### src/rtl/wb_port_arbiter_if.sv
// Bundle of the three result-source handshakes, the flush input and the
// writeback-stage outputs shared by the writeback port arbiter.
`timescale 1ns/1ps
interface wb_port_arbiter_if #(
    parameter int DATA_W = 32,
    parameter int RD_W   = 5,
    parameter int EXC_W  = 3
);
    logic              alu_valid;
    logic              alu_ready;
    logic [DATA_W-1:0] alu_data;
    logic [RD_W-1:0]   alu_rd;
    logic [EXC_W-1:0]  alu_exc;

    logic              mem_valid;
    logic              mem_ready;
    logic [DATA_W-1:0] mem_data;
    logic [RD_W-1:0]   mem_rd;
    logic [EXC_W-1:0]  mem_exc;

    logic              mul_valid;
    logic              mul_ready;
    logic [DATA_W-1:0] mul_data;
    logic [RD_W-1:0]   mul_rd;
    logic [EXC_W-1:0]  mul_exc;

    logic              flush;

    logic              wb_we;
    logic [RD_W-1:0]   wb_rd;
    logic [DATA_W-1:0] wb_data;
    logic [EXC_W-1:0]  wb_exception;
    logic [1:0]        wb_src;

    // Arbiter side: consumes results, drives grants and the writeback stage.
    modport slave (
        input  alu_valid, alu_data, alu_rd, alu_exc,
        input  mem_valid, mem_data, mem_rd, mem_exc,
        input  mul_valid, mul_data, mul_rd, mul_exc,
        input  flush,
        output alu_ready, mem_ready, mul_ready,
        output wb_we, wb_rd, wb_data, wb_exception, wb_src
    );

    // Pipeline side: produces results and observes grants/writeback.
    modport master (
        output alu_valid, alu_data, alu_rd, alu_exc,
        output mem_valid, mem_data, mem_rd, mem_exc,
        output mul_valid, mul_data, mul_rd, mul_exc,
        output flush,
        input  alu_ready, mem_ready, mul_ready,
        input  wb_we, wb_rd, wb_data, wb_exception, wb_src
    );
endinterface

### src/rtl/wb_port_arbiter.sv
// Register-file write-port arbiter: fixed priority MEM > MUL > ALU with
// age-based promotion of starved sources, feeding a one-cycle writeback stage.
`timescale 1ns/1ps
module wb_port_arbiter #(
    parameter int DATA_W       = 32,
    parameter int RD_W         = 5,
    parameter int EXC_W        = 3,
    parameter int STARVE_LIMIT = 4
) (
    input  logic               clk,
    input  logic               reset,
    wb_port_arbiter_if.slave   bus
);
    localparam int AGE_W = $clog2(STARVE_LIMIT + 1);
    localparam logic [AGE_W-1:0] AGE_MAX = AGE_W'(STARVE_LIMIT);

    localparam logic [1:0] SRC_NONE = 2'b00;
    localparam logic [1:0] SRC_ALU  = 2'b01;
    localparam logic [1:0] SRC_MEM  = 2'b10;
    localparam logic [1:0] SRC_MUL  = 2'b11;

    logic [AGE_W-1:0]  age_alu_q, age_alu_d;
    logic [AGE_W-1:0]  age_mem_q, age_mem_d;
    logic [AGE_W-1:0]  age_mul_q, age_mul_d;

    logic              starve_alu_s, starve_mem_s, starve_mul_s;
    logic              gnt_alu_s, gnt_mem_s, gnt_mul_s;

    logic              wb_we_q, wb_we_d;
    logic [RD_W-1:0]   wb_rd_q, wb_rd_d;
    logic [DATA_W-1:0] wb_data_q, wb_data_d;
    logic [EXC_W-1:0]  wb_exc_q, wb_exc_d;
    logic [1:0]        wb_src_q, wb_src_d;

    // Writes to x0 and faulting results never reach the register file.
    function automatic logic wb_we_f(input logic [RD_W-1:0] rd, input logic [EXC_W-1:0] exc);
        return (rd != '0) && (exc == '0);
    endfunction

    function automatic logic [AGE_W-1:0] age_next_f(input logic [AGE_W-1:0] age,
                                                     input logic valid,
                                                     input logic gnt,
                                                     input logic flush);
        logic [AGE_W-1:0] nxt;
        if (flush || !valid || gnt) begin
            nxt = '0;
        end else if (age == AGE_MAX) begin
            nxt = age;
        end else begin
            nxt = age + AGE_W'(1);
        end
        return nxt;
    endfunction

    assign starve_alu_s = bus.alu_valid && (age_alu_q == AGE_MAX);
    assign starve_mem_s = bus.mem_valid && (age_mem_q == AGE_MAX);
    assign starve_mul_s = bus.mul_valid && (age_mul_q == AGE_MAX);

    // Grant selection: starved sources first, base priority inside each tier.
    always_comb begin
        gnt_alu_s = 1'b0;
        gnt_mem_s = 1'b0;
        gnt_mul_s = 1'b0;
        if (!reset || bus.flush) begin
            gnt_alu_s = 1'b0;
        end else if (starve_mem_s) begin
            gnt_mem_s = 1'b1;
        end else if (starve_mul_s) begin
            gnt_mul_s = 1'b1;
        end else if (starve_alu_s) begin
            gnt_alu_s = 1'b1;
        end else if (bus.mem_valid) begin
            gnt_mem_s = 1'b1;
        end else if (bus.mul_valid) begin
            gnt_mul_s = 1'b1;
        end else if (bus.alu_valid) begin
            gnt_alu_s = 1'b1;
        end else begin
            gnt_alu_s = 1'b0;
        end
    end

    assign bus.alu_ready = gnt_alu_s;
    assign bus.mem_ready = gnt_mem_s;
    assign bus.mul_ready = gnt_mul_s;

    // Age counter next state.
    always_comb begin
        age_alu_d = age_next_f(age_alu_q, bus.alu_valid, gnt_alu_s, bus.flush);
        age_mem_d = age_next_f(age_mem_q, bus.mem_valid, gnt_mem_s, bus.flush);
        age_mul_d = age_next_f(age_mul_q, bus.mul_valid, gnt_mul_s, bus.flush);
    end

    // Writeback stage next state; rd/data hold on idle cycles.
    always_comb begin
        wb_we_d   = 1'b0;
        wb_rd_d   = wb_rd_q;
        wb_data_d = wb_data_q;
        wb_exc_d  = '0;
        wb_src_d  = SRC_NONE;
        case ({gnt_mul_s, gnt_mem_s, gnt_alu_s})
            3'b001: begin
                wb_we_d   = wb_we_f(bus.alu_rd, bus.alu_exc);
                wb_rd_d   = bus.alu_rd;
                wb_data_d = bus.alu_data;
                wb_exc_d  = bus.alu_exc;
                wb_src_d  = SRC_ALU;
            end
            3'b010: begin
                wb_we_d   = wb_we_f(bus.mem_rd, bus.mem_exc);
                wb_rd_d   = bus.mem_rd;
                wb_data_d = bus.mem_data;
                wb_exc_d  = bus.mem_exc;
                wb_src_d  = SRC_MEM;
            end
            3'b100: begin
                wb_we_d   = wb_we_f(bus.mul_rd, bus.mul_exc);
                wb_rd_d   = bus.mul_rd;
                wb_data_d = bus.mul_data;
                wb_exc_d  = bus.mul_exc;
                wb_src_d  = SRC_MUL;
            end
            default: begin
                wb_we_d  = 1'b0;
                wb_exc_d = '0;
                wb_src_d = SRC_NONE;
            end
        endcase
    end

    // State registers: age counters and writeback stage.
    always_ff @(posedge clk or negedge reset) begin
        if (!reset) begin
            age_alu_q <= '0;
            age_mem_q <= '0;
            age_mul_q <= '0;
            wb_we_q   <= 1'b0;
            wb_rd_q   <= '0;
            wb_data_q <= '0;
            wb_exc_q  <= '0;
            wb_src_q  <= SRC_NONE;
        end else begin
            age_alu_q <= age_alu_d;
            age_mem_q <= age_mem_d;
            age_mul_q <= age_mul_d;
            wb_we_q   <= wb_we_d;
            wb_rd_q   <= wb_rd_d;
            wb_data_q <= wb_data_d;
            wb_exc_q  <= wb_exc_d;
            wb_src_q  <= wb_src_d;
        end
    end

    assign bus.wb_we        = wb_we_q;
    assign bus.wb_rd        = wb_rd_q;
    assign bus.wb_data      = wb_data_q;
    assign bus.wb_exception = wb_exc_q;
    assign bus.wb_src       = wb_src_q;
endmodule

### src/flat_wrapper.sv
// flat-port wrapper written by rule: the top's interface ports become plain ports
module wb_port_arbiter_flat 
#(
    parameter int DATA_W       = 32,
    parameter int RD_W         = 5,
    parameter int EXC_W        = 3,
    parameter int STARVE_LIMIT = 4
)
  (clk, reset, bus_alu_valid, bus_alu_data, bus_alu_rd, bus_alu_exc, bus_mem_valid, bus_mem_data, bus_mem_rd, bus_mem_exc, bus_mul_valid, bus_mul_data, bus_mul_rd, bus_mul_exc, bus_flush, bus_alu_ready, bus_mem_ready, bus_mul_ready, bus_wb_we, bus_wb_rd, bus_wb_data, bus_wb_exception, bus_wb_src);
  wb_port_arbiter_if #(.DATA_W(DATA_W), .RD_W(RD_W), .EXC_W(EXC_W)) bus_i ();
  input  logic clk;
  input  logic reset;
  input wire logic [$bits(bus_i.alu_valid)-1:0] bus_alu_valid;
  input wire logic [$bits(bus_i.alu_data)-1:0] bus_alu_data;
  input wire logic [$bits(bus_i.alu_rd)-1:0] bus_alu_rd;
  input wire logic [$bits(bus_i.alu_exc)-1:0] bus_alu_exc;
  input wire logic [$bits(bus_i.mem_valid)-1:0] bus_mem_valid;
  input wire logic [$bits(bus_i.mem_data)-1:0] bus_mem_data;
  input wire logic [$bits(bus_i.mem_rd)-1:0] bus_mem_rd;
  input wire logic [$bits(bus_i.mem_exc)-1:0] bus_mem_exc;
  input wire logic [$bits(bus_i.mul_valid)-1:0] bus_mul_valid;
  input wire logic [$bits(bus_i.mul_data)-1:0] bus_mul_data;
  input wire logic [$bits(bus_i.mul_rd)-1:0] bus_mul_rd;
  input wire logic [$bits(bus_i.mul_exc)-1:0] bus_mul_exc;
  input wire logic [$bits(bus_i.flush)-1:0] bus_flush;
  output wire logic [$bits(bus_i.alu_ready)-1:0] bus_alu_ready;
  output wire logic [$bits(bus_i.mem_ready)-1:0] bus_mem_ready;
  output wire logic [$bits(bus_i.mul_ready)-1:0] bus_mul_ready;
  output wire logic [$bits(bus_i.wb_we)-1:0] bus_wb_we;
  output wire logic [$bits(bus_i.wb_rd)-1:0] bus_wb_rd;
  output wire logic [$bits(bus_i.wb_data)-1:0] bus_wb_data;
  output wire logic [$bits(bus_i.wb_exception)-1:0] bus_wb_exception;
  output wire logic [$bits(bus_i.wb_src)-1:0] bus_wb_src;
  assign bus_i.alu_valid = bus_alu_valid;
  assign bus_i.alu_data = bus_alu_data;
  assign bus_i.alu_rd = bus_alu_rd;
  assign bus_i.alu_exc = bus_alu_exc;
  assign bus_i.mem_valid = bus_mem_valid;
  assign bus_i.mem_data = bus_mem_data;
  assign bus_i.mem_rd = bus_mem_rd;
  assign bus_i.mem_exc = bus_mem_exc;
  assign bus_i.mul_valid = bus_mul_valid;
  assign bus_i.mul_data = bus_mul_data;
  assign bus_i.mul_rd = bus_mul_rd;
  assign bus_i.mul_exc = bus_mul_exc;
  assign bus_i.flush = bus_flush;
  assign bus_alu_ready = bus_i.alu_ready;
  assign bus_mem_ready = bus_i.mem_ready;
  assign bus_mul_ready = bus_i.mul_ready;
  assign bus_wb_we = bus_i.wb_we;
  assign bus_wb_rd = bus_i.wb_rd;
  assign bus_wb_data = bus_i.wb_data;
  assign bus_wb_exception = bus_i.wb_exception;
  assign bus_wb_src = bus_i.wb_src;
  wb_port_arbiter #(.DATA_W(DATA_W), .RD_W(RD_W), .EXC_W(EXC_W), .STARVE_LIMIT(STARVE_LIMIT)) u_core (.clk(clk), .reset(reset), .bus(bus_i));
endmodule
### config.mk
export PLATFORM = sky130hd
export DESIGN_NAME = wb_port_arbiter_flat
export DESIGN_NICKNAME = d
export VERILOG_FILES = /design/src/rtl/wb_port_arbiter_if.sv /design/src/rtl/wb_port_arbiter.sv /design/src/flat_wrapper.sv
export SDC_FILE = /design/constraint.sdc
export NUM_CORES = 1
export LEC_CHECK = 0
export BUFFER_PORTS_ARGS = -buffer_cell sky130_fd_sc_hd__buf_2
export CORE_MARGIN = 2
export CORE_UTILIZATION = 46
export CTS_CLUSTER_DIAMETER = 50
export DETAILED_ROUTE_END_ITERATION = 16
export PLACE_DENSITY = 0.85
export RECOVER_POWER = 25
export SYNTH_ARGS = -nofsm -noshare
export SYNTH_HDL_FRONTEND = slang
export SYNTH_SLANG_ARGS = --single-unit
### constraint.sdc
create_clock -name clk -period 4.1 [get_ports clk]
set_input_delay 0.82 -clock clk [delete_from_list [all_inputs] [get_ports clk]]
set_output_delay 0.82 -clock clk [all_outputs]
set_load 0.005 [all_outputs]
---- Yosys cells after proc, flatten, opt, wreduce, memory -nomap -nowiden ----
Cells that the tools add are included.
word-level totals
  flip-flop bits (word level) ............. 52
  output and inout port bits .............. 46
cells by class
  add/sub/neg operators ................... 3
  equal/unequal tests ..................... 9
  multiplexer cells ....................... 29
  reductions and logical operators ........ 24
operators by type and width
  operator                                              count
  one-hot mux 32 bit (3 select lines)                   1
  two-way mux 1 bit                                     18
  two-way mux 3 bit                                     6
  one-hot mux 5 bit (3 select lines)                    1
  nonzero test 5 bit                                    3
  equality test 3 bit (second input constant)           4
  adder 3 x 1 -> 3 bit (second input constant)          3
  zero test 3 bit                                       3
  one-hot mux 3 bit (3 select lines)                    1
  logical OR 1 bit                                      7
  logical AND 1 bit                                     6
  one-hot mux 2 bit (3 select lines)                    1
  zero test 1 bit                                       4
  != test 2 bit (second input constant)                 2
  equality test 3 x 1 -> 1 bit (second input constant)  1
  equality test 3 x 2 -> 1 bit (second input constant)  1
  one-hot mux 1 bit (3 select lines)                    1
  nonzero test 3 bit                                    1
  != test 2 x 1 -> 1 bit (second input constant)        1

---- Longest topological paths before layout ----
  depth after elaboration ................. 9
  depth in mapped cells ................... 10

---- Least setup slack after synthesis ----
No wires, ideal clock.
  path type ............................... input -> output
  start point ............................. in bus_mem_valid
  end point ............................... out bus_mem_ready
  arrival ................................. 1.560 ns
  data required time ...................... 3.280 ns
  path slack .............................. 1.720 ns
  stages on the path ...................... 4
  buffers on the path ..................... 2
  cells stage by stage .................... nor2b_1 > and3_1 > buf_2 > buf_2
on the way
  word-level cells in the longest chain between the ends .. 5
  elaborated cells between the ends (all ways) .. 6
ends and longest elaborated chain
  item                   RTL line               source
  start, declared        flat_wrapper.sv:17     input wire logic [$bits(bus_i.mem_valid)-1:0] bus_mem_valid;
  two-way mux 1 bit      wb_port_arbiter.sv:72  end else if (bus.mem_valid) begin
  two-way mux 1 bit      wb_port_arbiter.sv:70  end else if (starve_alu_s) begin
  two-way mux 1 bit      wb_port_arbiter.sv:68  end else if (starve_mul_s) begin
  two-way mux 1 bit (*)  wb_port_arbiter.sv:66  end else if (starve_mem_s) begin
  two-way mux 1 bit (*)  wb_port_arbiter.sv:64  if (!reset || bus.flush) begin
  end, declared          flat_wrapper.sv:27     output wire logic [$bits(bus_i.mem_ready)-1:0] bus_mem_ready;
Mark *: on every way between the ends. The rest lies on a longest branch, timed or not.

---- Worst setup path in the final report ----
  start point ............................. reg u_core.age_mul_q[0]
  end point ............................... reg u_core.wb_data_q[14], in the netlist u_core.bus.wb_data[14]
on the way
  word-level cells in the longest chain between the ends .. 7
  elaborated cells between the ends (all ways) .. 16
ends and longest elaborated chain
  item                                                                              RTL line                source
  start, declared                                                                   wb_port_arbiter.sv:24   logic [AGE_W-1:0] age_mul_q, age_mul_d;
  start signal, assigned                                                            wb_port_arbiter.sv:145  age_mul_q <= age_mul_d;
  equality test 3 bit (*)                                                           wb_port_arbiter.sv:57   assign starve_mul_s = bus.mul_valid && (age_mul_q == AGE_MAX);
  logical AND 1 bit (*)                                                             wb_port_arbiter.sv:57
  two-way mux 1 bit                                                                 wb_port_arbiter.sv:68
  two-way mux 1 bit                                                                 wb_port_arbiter.sv:66
  two-way mux 1 bit                                                                 wb_port_arbiter.sv:64
  equality test 3 bit (tied with other cells)                                       wb_port_arbiter.sv:101  case ({gnt_mul_s, gnt_mem_s, gnt_alu_s})
  one-hot mux 32 bit (3 select lines) / nonzero test 3 bit (equally long branches)  n/a
  end signal, assigned                                                              wb_port_arbiter.sv:148  wb_data_q <= wb_data_d;
  end, declared                                                                     wb_port_arbiter.sv:31   logic [DATA_W-1:0] wb_data_q, wb_data_d;
Marks and branches as above.
A chain may end at the register's enable or synchronous reset.

==> flow_summary_export.csv <==
group,metric,value,unit
clocking,h-tree-depth,2,
die,pin_count,172,
sta,slew_viol_final,0,
min_path,hp-class,"in -> async",
setup_path,worst_setup_path_end_kind,"register",
routing,routed_wirelength,8190,µm
global_route,antenna_found_initial,0,
clocking,cts.sinks,52,
sta,hold_violations,0,
yosys,yosys.area.top_type_share,47.5,%
sta,period_share,75.7,%
yosys,syn-cell-area,2740,µm²
yosys,yosys_most_used_dff,"dfrtp_1",
global_route,grt_pass1_wl,12600,µm
placement,gp_congestion,0.834,
clocking,clkTransAtPathRegs,0.09,ns
power_and_ir_drop,clkPwrFrac,28.0,%
global_route,grt_max_degree,51,
clocking,cts_tree,"done",
power_and_ir_drop,leakagePower,1.83,nW
routing,dr.pass1.iters,5,
clocking,post_cts_buffers,0,
global_route,grt_overflow,0,
global_route,grt_pass1_vias,2723,
yosys,ys_async_sr_fraction,100,%
clocking,ctsResizeCount,0,
job,max_cap_violations,0,
routing,drc,0,
placement,numPortBuffers,171,
power_and_ir_drop,power.internal,973,µW
yosys,synth_top_cell_by_area,"dfrtp_1",
routing,drt_iter0_markers,170,
setup_path,crit_arrival,3.29,ns
sta,slew_headroom,39.4,%
routing,vias,2887,
clocking,numCtsBuffers,5,
routing,via_per_inst,5.71,
status,status,"complete, no violations",
setup_path,crit_required,4.29,ns
die,chipWidth,81.2,µm
power_and_ir_drop,power_density,357,nW/µm²
final_layout,seqCellArea,1300,µm²
die,die-height,81.2,µm
yosys,synth_seq_cells,52,
clocking,root_buffer,"clkbuf_8",
setup_path,path_class,"reg -> reg",
sta,finalSetupViolations,0,
die,coreArea,5850,µm²
clocking,clk_latency,0.31,ns
placement,post-place-ws,0.775,ns
final_layout,nNetsFinal,562,
power_and_ir_drop,power_frac_seq,47.9,%
routing,ant_nets,0,
power_and_ir_drop,p_sw_share,26.8,%
sta,clock.fmax,0.322,GHz
yosys,synth_area_leaders,"dfrtp_1 (48%), a2bb2oi_1 (12%), a22oi_1 (11%)",
final_layout,nFillCells,515,
power_and_ir_drop,p_sw,357,µW
final_layout,area_delta_synth_final,35.9,%
power_and_ir_drop,pwr-share-comb,24.2,%
yosys,yosysMostFrequentCell,"dfrtp_1",
yosys,yosysWarnings,0,
yosys,synth_edf_count,0,
die,num_rows,28,
clocking,postCtsHoldBufs,0,
final_layout,multi_input_area,1280,µm²
sta,setup_tns,0,ns
die,die_area,6590,µm²
placement,dp.final_hpwl,6080,µm
sta,clock_skew,0.00926,ns
sta,finalWorstSetupSlack,0.995,ns
yosys,synth_area_per_cell,10.2,µm²
yosys,synth_common_cells,"dfrtp_1 (52), a22oi_1 (39), a2bb2oi_1 (37), o21ai_0 (28), o21ai_1 (12)",
global_route,grt_usage,25.1,%
power_and_ir_drop,ir_drop,0.205,mV
final_layout,drive_above_1_share,43.6,%
clocking,cts_buffer_depth,2,
sta,tightest_slew,0.909,ns
setup_path,worstPathMaxFanout,39,
die,initial_core_util,46.8,%
routing,routedWlPerCell,16.2,µm
sta,hold_slack,0.423,ns
yosys,synthDistinctLibCells,34,
final_layout,antennaDiodeCount,0,
sta,grt_setup_unrepaired,"no",
setup_path,cp-start-kind,"register",
sta,min_period,3.10,ns
yosys,syn_nets,401,
yosys,synth.yosys.seq_area_share,47.5,%
yosys,syn_inst,269,
stage by stage:
stage,instance area [µm²],power [mW],std cells,utilization [%]
2_1_floorplan,2740,0.790,269,-
3_3_place_gp,3600,0.956,498,61.5
3_5_place_dp,3600,0.970,498,61.5
4_1_cts,3720,1.34,506,63.6
5_1_grt,3720,1.41,506,63.6
6_report,3720,1.33,506,63.6
area by class of cell:
cell class,instances,area share [%]
Sequential cell,52,35.0
Multi-Input combinational cell,185,34.4
Clock buffer,6,2.22
Inverter,11,1.11
Tap cell,75,2.52
Timing Repair Buffer,175,23.8
Clock inverter,2,1.04
cells by family (layout without fill, tap and decap cells):
| logic type | Yosys count | count (layout) | share of synthesized area, % |
|---|---|---|---|
| XOR/XNOR | 3 | 3 | 0.960 |
| AO/OA/AOI/OAI | 129 | 129 | 33.9 |
| AND/OR/NAND/NOR | 47 | 47 | 8.77 |
| flip-flops | 52 | 52 | 47.5 |
| adder cells (fa/ha/maj) | 6 | 6 | 2.74 |
| buffers and inverters | 32 | 194 | 6.08 |
metal layers:
layer / wire (µm) / part of all wire, % / up-vias / GRT usage (%)
met1: 3230 / 39 / 1392 / 30.2
met5: 0 / 0 / - / 0
li1: - / - / 1350 / -
met4: 166 / 2.0 / 0 / 10.3
met3: 607 / 7.4 / 16 / 4.89
met2: 4180 / 51 / 129 / 43.9
sequential cells by signal, indices dropped and copies added (netlist names):
name / cells
u_core.bus.wb_rd: 5
u_core.age_alu_q: 3
u_core.age_mem_q: 3
u_core.bus.wb_exception: 3
u_core.age_mul_q: 3
u_core.bus.wb_we: 1
u_core.bus.wb_data: 32
u_core.bus.wb_src: 2
power groups by stage:
stage	Clock, mW	Sequential [mW]	Combinational, mW
3_5_place_dp	0	0.644	0.326
4_1_cts	0.379	0.637	0.325
5_1_grt	0.403	0.647	0.356
2_1_floorplan	0	0.649	0.141
3_3_place_gp	0	0.644	0.312
6_report	0.372	0.637	0.321
worst paths after layout:
path | startpoint | to | slack, ns | cells after the start
max in group asynchronous | reset | u_core.bus.wb_data[25]$_DFFE_PN0P_ | 2.67 | 2
max | u_core.age_mul_q[0]$_DFFE_PN0P_ | u_core.bus.wb_data[14]$_DFFE_PN0P_ | 1.0 | 7
min | reset | u_core.age_mem_q[0]$_DFFE_PN0P_ | 0.42 | 1
max reg2reg | u_core.age_mul_q[0]$_DFFE_PN0P_ | u_core.bus.wb_data[14]$_DFFE_PN0P_ | 1.0 | 7
min in group clk | u_core.bus.wb_data[29]$_DFFE_PN0P_ | u_core.bus.wb_data[29]$_DFFE_PN0P_ | 0.54 | 1
min reg2reg | u_core.bus.wb_data[29]$_DFFE_PN0P_ | u_core.bus.wb_data[29]$_DFFE_PN0P_ | 0.54 | 1
critical path: stages (launching register included):
cell and delay [ns]:
dfrtp_1 0.38, inv_1 0.08, ha_1 0.25, and2_4 0.17, o2111a_2 0.38, a31oi_4 0.76
nand2_2 0.65, a2bb2oi_1 0.30
cells in the final DEF (no fill, tap or decap), types with 2 or more instances in the layout:
| cell | count |
|---|---|
| nor2_1 | 11 |
| a21oi_1 | 3 |
| nand2b_1 | 3 |
| buf_4 | 4 |
| clkbuf_8 | 6 |
| nand3_1 | 4 |
| ha_1 | 6 |
| buf_2 | 170 |
| or4_1 | 3 |
| nor3_1 | 5 |
| o21ai_0 | 28 |
| a22oi_1 | 39 |
| nor2b_1 | 2 |
| nand2_1 | 11 |
| o211ai_1 | 3 |
| a221o_1 | 2 |
| dfrtp_1 | 52 |
| inv_1 | 11 |
| xnor2_1 | 3 |
| o21ai_1 | 12 |
| a2bb2oi_1 | 37 |
(Power assumes the default switching activity.)
